$ cat config.mk
export PLATFORM = sky130hd
export DESIGN_NAME = pipe_hazard_ctrl_flat
export DESIGN_NICKNAME = d
export VERILOG_FILES = /design/src/rtl/pipe_hazard_ctrl_pkg.sv /design/src/rtl/pipe_hazard_ctrl_if.sv /design/src/rtl/pipe_perf_cnt.sv /design/src/rtl/pipe_hazard_ctrl.sv /design/src/flat_wrapper.sv
export SDC_FILE = /design/constraint.sdc
export NUM_CORES = 1
export LEC_CHECK = 0
export ABC_AREA = 0
export BUFFER_PORTS_ARGS = -buffer_cell sky130_fd_sc_hd__clkbuf_2
export CAP_MARGIN = 20
export CORE_MARGIN = 3
export CORE_UTILIZATION = 25
export CTS_BUF_LIST = sky130_fd_sc_hd__clkbuf_4
export DETAILED_ROUTE_END_ITERATION = 8
export PLACE_DENSITY_LB_ADDON = 0.12
export SYNTH_ARGS = -nofsm -noshare
export SYNTH_HDL_FRONTEND = slang
export SYNTH_SLANG_ARGS = --single-unit
$ cat constraint.sdc
create_clock -name clock -period 2.2 [get_ports clock]
set_input_delay 0.44 -clock clock [delete_from_list [all_inputs] [get_ports clock]]
set_output_delay 0.44 -clock clock [all_outputs]
set_load 0.005 [all_outputs]
$ cat src/rtl/pipe_hazard_ctrl_pkg.sv
// Shared encodings for the pipeline hazard sequencer: FSM state codes,
// fetch redirect select codes and the fence drain counter width.
package pipe_hazard_ctrl_pkg;

  // FSM state encodings (legacy-compatible constant form)
  localparam logic [1:0] PHC_RUN         = 2'd0;
  localparam logic [1:0] PHC_MDU_WAIT    = 2'd1;
  localparam logic [1:0] PHC_FENCE_DRAIN = 2'd2;

  // Fetch redirect target select
  localparam logic [1:0] REDIR_BRANCH = 2'd0;
  localparam logic [1:0] REDIR_MTVEC  = 2'd1;
  localparam logic [1:0] REDIR_MEPC   = 2'd2;

  // Fence drain counter width (drain length legal 1..15)
  localparam int DRAIN_CNT_W = 4;

endpackage

$ cat src/rtl/pipe_hazard_ctrl_if.sv
// Hazard/event strobes from decode/execute and the per-stage pipeline
// controls returned by the sequencer. master = pipeline datapath side,
// slave = pipe_hazard_ctrl.
interface pipe_hazard_ctrl_if;
  import pipe_hazard_ctrl_pkg::*;

  // Events from ID / EX / mul-div unit
  logic       load_use_i;
  logic       branch_i;
  logic       fence_i;
  logic       exception_i;
  logic       mret_i;
  logic       ex_muldiv_i;
  logic       mdu_done_i;

  // Pipeline controls
  logic       stall_if_o;
  logic       stall_id_o;
  logic       stall_ex_o;
  logic       flush_id_o;
  logic       bubble_ex_o;
  logic       bubble_mem_o;
  logic       redirect_o;
  logic [1:0] redirect_sel_o;
  logic       mdu_start_o;

  modport master (
    output load_use_i, branch_i, fence_i, exception_i, mret_i,
           ex_muldiv_i, mdu_done_i,
    input  stall_if_o, stall_id_o, stall_ex_o, flush_id_o, bubble_ex_o,
           bubble_mem_o, redirect_o, redirect_sel_o, mdu_start_o
  );

  modport slave (
    input  load_use_i, branch_i, fence_i, exception_i, mret_i,
           ex_muldiv_i, mdu_done_i,
    output stall_if_o, stall_id_o, stall_ex_o, flush_id_o, bubble_ex_o,
           bubble_mem_o, redirect_o, redirect_sel_o, mdu_start_o
  );

endinterface

$ cat src/rtl/pipe_perf_cnt.sv
// 32-bit free-running event counter: increments on each clock where en is
// high, wraps at 2^32, cleared by asynchronous active-low reset.
module pipe_perf_cnt (
  input  logic        clock,
  input  logic        reset,
  input  logic        en,
  output logic [31:0] count
);

  // Count enabled cycles
  always_ff @(posedge clock or negedge reset) begin
    if (!reset) count <= '0;
    else if (en) count <= count + 32'd1;
  end

endmodule

$ cat src/rtl/pipe_hazard_ctrl.sv
// Central pipeline sequencer for the rv64IM five-stage core. Turns decode
// hazard strobes and the execute multi-cycle indication into per-stage
// stall/flush/bubble controls, the fetch redirect, and the mul/div start
// pulse. Optional performance counters under PIPE_HAZARD_CTRL_PERF_EN.
module pipe_hazard_ctrl
  import pipe_hazard_ctrl_pkg::*;
#(
  parameter int FENCE_DRAIN_CYCLES = 3
) (
  input  logic                clock,
  input  logic                reset,
  pipe_hazard_ctrl_if.slave   hz
`ifdef PIPE_HAZARD_CTRL_PERF_EN
  ,
  output logic [31:0]         perf_stall_cycles_o,
  output logic [31:0]         perf_redirects_o,
  output logic [31:0]         perf_mdu_ops_o
`endif
);

  localparam logic [DRAIN_CNT_W-1:0] DRAIN_LOAD = DRAIN_CNT_W'(FENCE_DRAIN_CYCLES);

  logic [1:0]             state, state_nxt;
  logic [DRAIN_CNT_W-1:0] cnt, cnt_nxt;

  logic       stall_if, stall_id, stall_ex, flush_id;
  logic       bubble_ex, bubble_mem, redirect, mdu_start;
  logic [1:0] redirect_sel;

  // State and drain counter registers
  always_ff @(posedge clock or negedge reset) begin
    if (!reset) begin
      state <= PHC_RUN;
      cnt   <= '0;
    end else begin
      // NOTE: non-blocking assignments keep every register sampling the
      // pre-edge values, so ordering inside this block cannot matter.
      state <= state_nxt;
      cnt   <= cnt_nxt;
    end
  end

  // Next-state and combinational pipeline controls
  always_comb begin
    // NOTE: every output gets a default first so no path leaves a
    // variable unassigned, which would otherwise infer a latch.
    state_nxt    = state;
    cnt_nxt      = cnt;
    stall_if     = 1'b0;
    stall_id     = 1'b0;
    stall_ex     = 1'b0;
    flush_id     = 1'b0;
    bubble_ex    = 1'b0;
    bubble_mem   = 1'b0;
    redirect     = 1'b0;
    redirect_sel = REDIR_BRANCH;
    mdu_start    = 1'b0;

    unique case (state)
      PHC_RUN: begin
        if (hz.ex_muldiv_i) begin
          // Start the MDU and freeze IF..EX; ID events wait until done
          mdu_start  = 1'b1;
          stall_if   = 1'b1;
          stall_id   = 1'b1;
          stall_ex   = 1'b1;
          bubble_mem = 1'b1;
          state_nxt  = PHC_MDU_WAIT;
        end else if (hz.exception_i || hz.mret_i) begin
          redirect     = 1'b1;
          redirect_sel = hz.exception_i ? REDIR_MTVEC : REDIR_MEPC;
          flush_id     = 1'b1;
          bubble_ex    = 1'b1;
        end else if (hz.load_use_i) begin
          // Load-use masks any branch/fence seen in the same cycle
          stall_if  = 1'b1;
          stall_id  = 1'b1;
          bubble_ex = 1'b1;
        end else if (hz.branch_i) begin
          redirect     = 1'b1;
          redirect_sel = REDIR_BRANCH;
          flush_id     = 1'b1;
        end else if (hz.fence_i) begin
          cnt_nxt   = DRAIN_LOAD;
          stall_if  = 1'b1;
          stall_id  = 1'b1;
          bubble_ex = 1'b1;
          state_nxt = PHC_FENCE_DRAIN;
        end
      end

      PHC_MDU_WAIT: begin
        if (hz.mdu_done_i) begin
          // Result advances out of EX this cycle: release everything
          state_nxt = PHC_RUN;
        end else begin
          stall_if   = 1'b1;
          stall_id   = 1'b1;
          stall_ex   = 1'b1;
          bubble_mem = 1'b1;
        end
      end

      PHC_FENCE_DRAIN: begin
        cnt_nxt   = cnt - 1'b1;
        bubble_ex = 1'b1;
        if (cnt == DRAIN_CNT_W'(1)) begin
          // Last drain cycle: the fence itself retires as a NOP
          state_nxt = PHC_RUN;
        end else begin
          stall_if = 1'b1;
          stall_id = 1'b1;
        end
      end

      default: begin
        state_nxt = PHC_RUN;
        cnt_nxt   = '0;
      end
    endcase

    // Outputs are forced quiet while reset is held, even with live inputs
    if (!reset) begin
      stall_if     = 1'b0;
      stall_id     = 1'b0;
      stall_ex     = 1'b0;
      flush_id     = 1'b0;
      bubble_ex    = 1'b0;
      bubble_mem   = 1'b0;
      redirect     = 1'b0;
      redirect_sel = REDIR_BRANCH;
      mdu_start    = 1'b0;
    end
  end

  assign hz.stall_if_o     = stall_if;
  assign hz.stall_id_o     = stall_id;
  assign hz.stall_ex_o     = stall_ex;
  assign hz.flush_id_o     = flush_id;
  assign hz.bubble_ex_o    = bubble_ex;
  assign hz.bubble_mem_o   = bubble_mem;
  assign hz.redirect_o     = redirect;
  assign hz.redirect_sel_o = redirect_sel;
  assign hz.mdu_start_o    = mdu_start;

`ifdef PIPE_HAZARD_CTRL_PERF_EN
  pipe_perf_cnt u_perf_stall (
    .clock (clock),
    .reset (reset),
    .en    (stall_if),
    .count (perf_stall_cycles_o)
  );

  pipe_perf_cnt u_perf_redir (
    .clock (clock),
    .reset (reset),
    .en    (redirect),
    .count (perf_redirects_o)
  );

  pipe_perf_cnt u_perf_mdu (
    .clock (clock),
    .reset (reset),
    .en    (mdu_start),
    .count (perf_mdu_ops_o)
  );
`endif

endmodule

$ cat src/flat_wrapper.sv
// flat-port wrapper written by rule: the top's interface ports become plain ports
module pipe_hazard_ctrl_flat import pipe_hazard_ctrl_pkg::*;
#(
  parameter int FENCE_DRAIN_CYCLES = 3
)
  (clock, reset, hz_load_use_i, hz_branch_i, hz_fence_i, hz_exception_i, hz_mret_i, hz_ex_muldiv_i, hz_mdu_done_i, hz_stall_if_o, hz_stall_id_o, hz_stall_ex_o, hz_flush_id_o, hz_bubble_ex_o, hz_bubble_mem_o, hz_redirect_o, hz_redirect_sel_o, hz_mdu_start_o);
  pipe_hazard_ctrl_if hz_i ();
  input  logic clock;
  input  logic reset;
  input wire logic [$bits(hz_i.load_use_i)-1:0] hz_load_use_i;
  input wire logic [$bits(hz_i.branch_i)-1:0] hz_branch_i;
  input wire logic [$bits(hz_i.fence_i)-1:0] hz_fence_i;
  input wire logic [$bits(hz_i.exception_i)-1:0] hz_exception_i;
  input wire logic [$bits(hz_i.mret_i)-1:0] hz_mret_i;
  input wire logic [$bits(hz_i.ex_muldiv_i)-1:0] hz_ex_muldiv_i;
  input wire logic [$bits(hz_i.mdu_done_i)-1:0] hz_mdu_done_i;
  output wire logic [$bits(hz_i.stall_if_o)-1:0] hz_stall_if_o;
  output wire logic [$bits(hz_i.stall_id_o)-1:0] hz_stall_id_o;
  output wire logic [$bits(hz_i.stall_ex_o)-1:0] hz_stall_ex_o;
  output wire logic [$bits(hz_i.flush_id_o)-1:0] hz_flush_id_o;
  output wire logic [$bits(hz_i.bubble_ex_o)-1:0] hz_bubble_ex_o;
  output wire logic [$bits(hz_i.bubble_mem_o)-1:0] hz_bubble_mem_o;
  output wire logic [$bits(hz_i.redirect_o)-1:0] hz_redirect_o;
  output wire logic [$bits(hz_i.redirect_sel_o)-1:0] hz_redirect_sel_o;
  output wire logic [$bits(hz_i.mdu_start_o)-1:0] hz_mdu_start_o;
  assign hz_i.load_use_i = hz_load_use_i;
  assign hz_i.branch_i = hz_branch_i;
  assign hz_i.fence_i = hz_fence_i;
  assign hz_i.exception_i = hz_exception_i;
  assign hz_i.mret_i = hz_mret_i;
  assign hz_i.ex_muldiv_i = hz_ex_muldiv_i;
  assign hz_i.mdu_done_i = hz_mdu_done_i;
  assign hz_stall_if_o = hz_i.stall_if_o;
  assign hz_stall_id_o = hz_i.stall_id_o;
  assign hz_stall_ex_o = hz_i.stall_ex_o;
  assign hz_flush_id_o = hz_i.flush_id_o;
  assign hz_bubble_ex_o = hz_i.bubble_ex_o;
  assign hz_bubble_mem_o = hz_i.bubble_mem_o;
  assign hz_redirect_o = hz_i.redirect_o;
  assign hz_redirect_sel_o = hz_i.redirect_sel_o;
  assign hz_mdu_start_o = hz_i.mdu_start_o;
  pipe_hazard_ctrl #(.FENCE_DRAIN_CYCLES(FENCE_DRAIN_CYCLES)) u_core (.clock(clock), .reset(reset), .hz(hz_i));
endmodule
==> flow_summary.json, run 1 <==
{
  "crit_type": "register to output port",
  "syn_avg_cell_area_um2": 8.52,
  "cp_max_fo": 2,
  "status": "complete, no violations",
  "synth_cell_type_count": 27,
  "min_path_type": "input port to asynchronous set/reset pin",
  "post-cts-setup-buffers": 0,
  "power_mw": 0.432,
  "finalCritPeriodShare": 0.923,
  "powerDensity_nw_per_um2": 724,
  "htreeDepth": 1,
  "synth-edff-count": 0,
  "whs_ps": 2.49,
  "area_growth_pct": 32.1,
  "p_leak_nw": 0.319,
  "antennaDiodeCount": 0,
  "finClkSkew_ps": 5.27,
  "vias": 431,
  "syn_inst": 53,
  "tightestPinTransition_ps": 316,
  "synth_nets": 64,
  "root_buffer": "clkbuf_4",
  "post_drt_wl_per_cell_um": 11.5,
  "track_usage": 0.105,
  "path_cells": "or4_1 > a21oi_1 > o311a_1 > clkbuf_2",
  "ys_warn_count": 0,
  "tritoncts.num_buffers": 3,
  "drt.antenna.violating_nets": 0,
  "cts_buffer_depth": 2,
  "synth_area_um2": 452,
  "antenna_found_initial": 0,
  "fin_nets": 87,
  "endpoint_kind": "output port",
  "cp.arrival_ps": 1590,
  "die_w_um": 48.5,
  "synthTopCellsByArea": "dfrtp_1 33%, a21oi_1 5.5%, ha_1 5.5%",
  "fin_tns_setup_ps": 0,
  "rows": 14,
  "grt_setup_unrepaired": "false",
  "yosys_most_used_dff": "dfrtp_1",
  "post_drt_via_cell_ratio": 4.40,
  "max_slew_margin": 0.788,
  "core_um2": 1590,
  "synth-seq-area-share": 0.332,
  "routed_wl_um": 1130,
  "gp_congestion": 0.740,
  "finalHoldViolations": 0,
  "cts_hold_buffers": 0,
  "drv_cap": 0,
  "initial_utilization": 0.283,
  "slew_viol_final": 0,
  "critical_path.max_stage_delay_ps": 510,
  "num_io_pins": 19,
  "ys_seq_elements": 6,
  "grt_max_degree": 12,
  "grt_overflow": 0,
  "cpMaxStageDelayCell": "or4_1",
  "grt_pass1_vias": 404,
  "die_area_um2": 2350,
  "min_period_ps": 2030,
  "yosys.area.top_type_share": 0.332,
  "grt_pass1_wl_um": 1900,
  "dpl.cell_count": 95,
  "setup_viol": 0,
  "drt_iter0_drc": 6,
  "fin_cells": 98,
  "cts.sinks": 6,
  "required_ps": 1760,
  "port_buffers": 18,
  "synth_top_area_cell": "dfrtp_1",
  "crit_family": "simple AND/OR/NAND/NOR gates",
  "drc_errors": 0,
  "cts_tree": "done",
  "clk_pin_slew_ps": 50,
  "fp.dieH_um": 48.5,
  "peakVddDrop_mv": 0.381,
  "max_freq_mhz": 492,
  "hpwl_um": 908,
  "cts_resized": 0,
  "start_kind": "register",
  "async_flop_share": 1.00,
  "critical_path_buf_inv_count": 1,
  "drtPass1Iterations": 4,
  "clk_latency_ps": 250,
  "drive_gt1_frac": 0.351
}
[area by class of cell]
| type | instances | area, um^2 |
|---|---|---|
| Timing Repair Buffer | 22 | 120 |
| Fill cell | 181 | 997 |
| Sequential cell | 6 | 150 |
| Clock buffer | 3 | 22.5 |
| Inverter | 5 | 18.8 |
| Multi-Input combinational cell | 38 | 255 |
| Tap cell | 24 | 30.0 |
[layout by cell type (no fill, tap or decap)]
master | synthesis | routed
nor4b_2 | 1 | 1
a211oi_1 | 2 | 2
nor3b_1 | 1 | 1
nor3_1 | 2 | 2
o22ai_1 | 2 | 2
or3_1 | 1 | 1
and3_1 | 1 | 1
clkbuf_2 | 0 | 18
o311a_1 | 1 | 1
a21oi_1 | 5 | 5
xnor2_1 | 1 | 1
a211o_1 | 1 | 1
and2_1 | 1 | 1
nand2b_1 | 2 | 2
nand3b_1 | 1 | 1
dfrtp_1 | 6 | 6
o21bai_1 | 1 | 1
and4_1 | 1 | 1
or4_1 | 1 | 1
buf_4 | 3 | 4
ha_1 | 2 | 2
o211a_1 | 1 | 1
clkbuf_4 | 0 | 3
nor2_1 | 5 | 5
inv_1 | 5 | 5
o2bb2ai_1 | 1 | 1
nor2b_1 | 1 | 1
nand2_1 | 3 | 3
[through the flow]
stage,setup WS (ps),utilization,area (um^2)
4_1_cts,149,0.374,597
3_5_place_dp,265,0.360,574
2_1_floorplan,410,-,452
5_1_grt,89.5,0.374,597
3_3_place_gp,301,0.360,574
6_report,169,0.374,597
[synth_stat cells, types with 2 or more instances]
cell	instances
dfrtp_1	6
o22ai_1	2
ha_1	2
nor2_1	5
nor3_1	2
nand2_1	3
a21oi_1	5
inv_1	5
a211oi_1	2
buf_4	3
nand2b_1	2
[cell families (layout without fill, tap and decap cells)]
group | after synthesis | in the layout | share of synthesized area
and+or+nand+nor | 21 | 21 | 0.274
AOI/OAI and AO/OA | 14 | 14 | 0.216
buffers and inverters | 9 | 30 | 0.102
DFF | 6 | 6 | 0.332
adders and majority gates | 2 | 2 | 0.0554
xor gates and xnor gates | 1 | 1 | 0.0194
[metal layers]
layer,share of wire,track usage,vias up
li1,-,-,234
met1,0.50,0.143,186
met2,0.44,0.147,11
met3,0.068,0.0583,0
met4,0,0.0142,0
met5,0,0,-
[power breakdown]
group | total [mW] | switching, mW | internal, mW | leakage (nW)
Clock | 0.105 | 0.0433 | 0.0620 | 0.0138
Sequential | 0.167 | 0.0252 | 0.141 | 0.0735
Combinational | 0.160 | 0.0789 | 0.0812 | 0.232
Total | 0.432 | 0.147 | 0.285 | 0.319
[state kept, by name, summed over array words and instances, names as in the netlist]
register      flops
u_core.cnt        4
u_core.state      2
[final timing paths]
kind | from | end | slack, ps | cells past startpoint
max | u_core.state[1] | hz_stall_id_o | 170 | 4
max reg2reg | u_core.state[0] | u_core.cnt[3] | 750 | 4
min in group clock | hz_mdu_done_i | u_core.state[0] | 400 | 2
min reg2reg | u_core.cnt[3] | u_core.cnt[3] | 540 | 1
max in group asynchronous | reset | u_core.state[1] | 1890 | 2
min | reset | u_core.cnt[0] | 2 | 1
Power figures use the tool's default switching activity.
==> run 2: changes to the inputs <==
==> constraint.sdc (replaced) <==
create_clock -name clock -period 2.2 [get_ports clock]
set_input_delay 0.33 -clock clock [delete_from_list [all_inputs] [get_ports clock]]
set_output_delay 0.33 -clock clock [all_outputs]
set_load 0.005 [all_outputs]
==> flow_summary.json, run 2 (synthesized netlist as in run 1, its figures left out) <==
{
  "crit_type": "register to output port",
  "grt_max_degree": 12,
  "initial_utilization": 0.283,
  "cpMaxStageDelayCell": "or4_1",
  "required_ps": 1870,
  "max_slew_margin": 0.728,
  "finalCritPeriodShare": 0.906,
  "grtUsageMet1": 0.120,
  "post_drt_via_cell_ratio": 4.48,
  "r2r-end": "u_core.cnt[3]",
  "drt_iter0_drc": 2,
  "worst-r2r-setup-slack_ps": 800,
  "cts_resized": 0,
  "critical_path_buf_inv_count": 1,
  "top_register": "u_core.cnt",
  "htreeDepth": 1,
  "rows": 14,
  "top_usage_layer": "met2",
  "fin_cells": 96,
  "hold_depth": 2,
  "track_usage": 0.0960,
  "die_w_um": 48.5,
  "critical_path.max_stage_delay_ps": 520,
  "crit_family": "simple AND/OR/NAND/NOR gates",
  "max_freq_mhz": 502,
  "peakVddDrop_mv": 0.315,
  "largest_registers": "u_core.cnt (4), u_core.state (2)",
  "fin_tns_setup_ps": 0,
  "setup_viol": 0,
  "layout_common_cells": "18 x clkbuf_2, 6 x dfrtp_1, 5 x inv_1, 5 x nor2_1, 5 x a21oi_1",
  "reg2reg_depth": 3,
  "routed_wl_um": 985,
  "drc_errors": 0,
  "cts.sinks": 6,
  "port_buffers": 18,
  "tritoncts.num_buffers": 3,
  "drive_gt1_frac": 0.319,
  "slew_viol_final": 0,
  "largest_reg_flops": 4,
  "r2r-start": "u_core.state[0]",
  "path_cells": "or4_1 > a21oi_1 > o311a_1 > clkbuf_2",
  "met2_usage": 0.144,
  "clk_pin_slew_ps": 40,
  "hold_end": "u_core.state[0]",
  "hpwl_um": 835,
  "dpl-instance-area_um2": 552,
  "drtPass1Iterations": 4,
  "antenna_found_initial": 0,
  "cts_tree": "done",
  "finalHoldViolations": 0,
  "final_common_cell": "clkbuf_2",
  "gp_congestion": 0.766,
  "min_path_type": "input port to register",
  "tightestPinTransition_ps": 405,
  "grt_setup_unrepaired": "false",
  "endpoint_kind": "output port",
  "powerDensity_nw_per_um2": 719,
  "hold_path.startpoint": "hz_mdu_done_i",
  "cp.arrival_ps": 1660,
  "status": "complete, no violations",
  "vias": 430,
  "root_buffer": "clkbuf_4",
  "start_kind": "register",
  "core_um2": 1590,
  "cp_max_fo": 8,
  "fin_nets": 85,
  "cts_buffer_depth": 2,
  "met3_usage": 0.0399,
  "fp.dieH_um": 48.5,
  "num_io_pins": 19,
  "drv_cap": 0,
  "p_leak_nw": 0.308,
  "dpl.cell_count": 92,
  "grt_overflow": 0,
  "die_area_um2": 2350,
  "min_period_ps": 1990,
  "grt_pass1_vias": 393,
  "grt_pass1_wl_um": 1730,
  "clk_latency_ps": 240,
  "design_area_um2": 584,
  "antennaDiodeCount": 0,
  "finClkSkew_ps": 4.28,
  "area_growth_pct": 29.4,
  "fillers": 170,
  "post_drt_wl_per_cell_um": 10.3,
  "drt.antenna.violating_nets": 0
}
## run 2: stage by stage
stage                     setup WS [ps]  hold WS, ps  power, mW  utilization
after global routing               73.0          311      0.464        0.367
after detailed placement            437          200      0.323        0.346
final                               207          309      0.420        0.367
after floorplan                     520         34.4      0.280            -
after global placement              497          211      0.333        0.346
after CTS                           177          304      0.429        0.367
## run 2: worst max path at each step
stage / end / depth (start not counted) / slack [ps] / startpoint
floorplan: hz_stall_if_o / 4 / 520 / u_core.state[0]
global placement: hz_stall_id_o / 4 / 500 / u_core.state[0]
detailed placement: hz_stall_if_o / 4 / 440 / u_core.state[0]
CTS: hz_stall_if_o / 4 / 180 / u_core.state[0]
global route: hz_stall_id_o / 4 / 70 / u_core.state[0]
finish: hz_stall_if_o / 4 / 210 / u_core.state[0]
## run 2: what timing repair did
action | 4_1_cts | 5_1_grt
setup buffers | 0 | 0
endpoints found under the hold margin | 6 | 0
hold buffers | 1 | 0
## run 2: layer usage
layer | wire length (um) | vias up | part of all wire
met3 | 59 | 2 | 0.060
li1 | - | 225 | -
met5 | 0 | - | 0
met4 | 8 | 0 | 0.0081
met2 | 481 | 11 | 0.49
met1 | 436 | 192 | 0.44
## run 2: where the power goes
part	switching, mW	internal (mW)
Sequential	0.0295	0.142
Combinational	0.0750	0.0765
Clock	0.0357	0.0614
## run 2: area by class of cell
cell class / instances / area [um^2] / area share
flip-flops and latches: 6 / 150 / 0.257
well taps: 24 / 30.0 / 0.0514
inverters: 5 / 18.8 / 0.0321
repair buffers: 20 / 108 / 0.184
clock buffers: 3 / 22.5 / 0.0385
multi-input cells: 38 / 255 / 0.437
==> run 3: changes to the inputs <==
- PLACE_DENSITY: not set -> 0.44
- PLACE_DENSITY_LB_ADDON: 0.12 -> not set
==> flow_summary.json, run 3 (synthesized netlist as in run 1, its figures left out) <==
{
  "crit_cells": 4,
  "finClkSkew_ps": 2.94,
  "top_usage_layer": "met2",
  "r2r-end": "u_core.cnt[3]",
  "powerDensity_nw_per_um2": 717,
  "die_w_um": 48.5,
  "fillers": 179,
  "endpoint_kind": "output port",
  "cts_resized": 0,
  "top_register": "u_core.cnt",
  "layout_common_cells": "18 x clkbuf_2, 6 x dfrtp_1, 5 x inv_1, 5 x nor2_1, 5 x a21oi_1",
  "cp.arrival_ps": 1650,
  "path_cells": "or4_1 > a21oi_1 > o311a_1 > clkbuf_2",
  "p_sw_frac": 0.334,
  "tritoncts.num_buffers": 3,
  "slew_viol_final": 0,
  "root_buffer": "clkbuf_4",
  "track_usage": 0.101,
  "r2r-start": "u_core.state[0]",
  "min_period_ps": 1980,
  "post-cts-setup-buffers": 0,
  "antenna_found_initial": 0,
  "num_io_pins": 19,
  "fin_nets": 85,
  "grt_setup_unrepaired": "false",
  "cts_tree": "done",
  "hold_depth": 2,
  "p_leak_nw": 0.308,
  "internal_power_mw": 0.279,
  "routed_wl_um": 1070,
  "clk_pin_slew_ps": 40,
  "peakVddDrop_mv": 0.405,
  "largest_reg_flops": 4,
  "largest_registers": "u_core.cnt (4), u_core.state (2)",
  "drt.antenna.violating_nets": 0,
  "drc_errors": 0,
  "area_growth_pct": 29.4,
  "start_kind": "register",
  "fp.dieH_um": 48.5,
  "required_ps": 1870,
  "met3_usage": 0.0521,
  "drv_cap": 0,
  "crit_type": "register to output port",
  "critical_path.max_stage_delay_ps": 520,
  "antennaDiodeCount": 0,
  "vias": 439,
  "grtUsageMet1": 0.125,
  "hold_end": "u_core.state[0]",
  "drtPass1Iterations": 2,
  "worst-r2r-setup-slack_ps": 780,
  "design_area_um2": 584,
  "fin_util": 0.367,
  "comb_power_share": 0.354,
  "cp_max_fo": 8,
  "met2_usage": 0.161,
  "fin_tns_setup_ps": 0,
  "gp_congestion": 0.708,
  "grt_pass1_vias": 441,
  "final_common_cell": "clkbuf_2",
  "initial_utilization": 0.283,
  "netSwitchingPower_mw": 0.140,
  "post_drt_wl_per_cell_um": 11.2,
  "max_slew_margin": 0.715,
  "die_area_um2": 2350,
  "grt_max_degree": 12,
  "crit_start": "u_core.state[0]",
  "rows": 14,
  "core_um2": 1590,
  "post_drt_via_cell_ratio": 4.57,
  "whs_ps": 311,
  "cts_buffer_depth": 2,
  "dpl-instance-area_um2": 552,
  "crit_family": "simple AND/OR/NAND/NOR gates",
  "p_clk_frac": 0.235,
  "status": "complete, no violations",
  "dp_slack_ps": 455,
  "finalHoldViolations": 0,
  "port_buffers": 18,
  "clk_latency_ps": 240,
  "drive_gt1_frac": 0.319,
  "finalCritPeriodShare": 0.901,
  "power_frac_seq": 0.411,
  "reg2reg_depth": 3,
  "hold_path.startpoint": "hz_mdu_done_i",
  "grt_overflow": 0,
  "hpwl_um": 876,
  "min_path_type": "input port to register",
  "setup_viol": 0,
  "critical_path_buf_inv_count": 1,
  "cts.sinks": 6,
  "drt_iter0_drc": 3,
  "tightestPinTransition_ps": 424,
  "grt_pass1_wl_um": 1900,
  "cpMaxStageDelayCell": "or4_1",
  "fin_ws_ps": 218,
  "htreeDepth": 1,
  "max_freq_mhz": 504
}
[run 3: cell counts in the layout (fill, tap and decap cells not counted)]
Identical to the previous run, type by type.
[run 3: per-layer routing]
metal / vias to the layer above / part of all wire
met5: - / 0
met4: 0 / 0
met3: 0 / 0.065
met2: 11 / 0.48
met1: 198 / 0.46
li1: 230 / -
[run 3: cell type report]
class,instances,area [um^2],area share
clock buffer,3,22.5,0.0385
timing repair buffer,20,108,0.184
sequential,6,150,0.257
inverter,5,18.8,0.0321
tap,24,30.0,0.0514
multi-input combinational,38,255,0.437
[run 3: worst max path at each step]
stage                                to  slack, ps
after global placement    hz_stall_id_o        500
after floorplan           hz_stall_if_o        520
after CTS                 hz_stall_if_o        200
final                     hz_stall_if_o        220
after global routing      hz_stall_if_o        110
after detailed placement  hz_stall_if_o        460
[run 3: what timing repair did]
action,in CTS,in global routing
hold endpoints to repair,6,0
setup endpoints to repair,0,0
hold buffers,1,0
[run 3: worst register-to-register path, delay by kind of cell (launching register included)]
kind,cells,cell delay (ps)
flops,1,450
compound gates,2,470
simple gates,1,400
[run 3: metrics by stage]
step                      power, mW  instances
final                         0.419         96
after global routing          0.466         96
after CTS                     0.429         96
after detailed placement      0.323         92
after global placement        0.324         92
after floorplan               0.280         53
[run 3: power by group through the flow]
stage / Sequential, mW / Clock, mW / Combinational (mW)
6_report: 0.172 / 0.0983 / 0.148
5_1_grt: 0.180 / 0.110 / 0.176
4_1_cts: 0.173 / 0.105 / 0.151
3_5_place_dp: 0.175 / 0 / 0.148
3_3_place_gp: 0.175 / 0 / 0.150
2_1_floorplan: 0.166 / 0 / 0.114
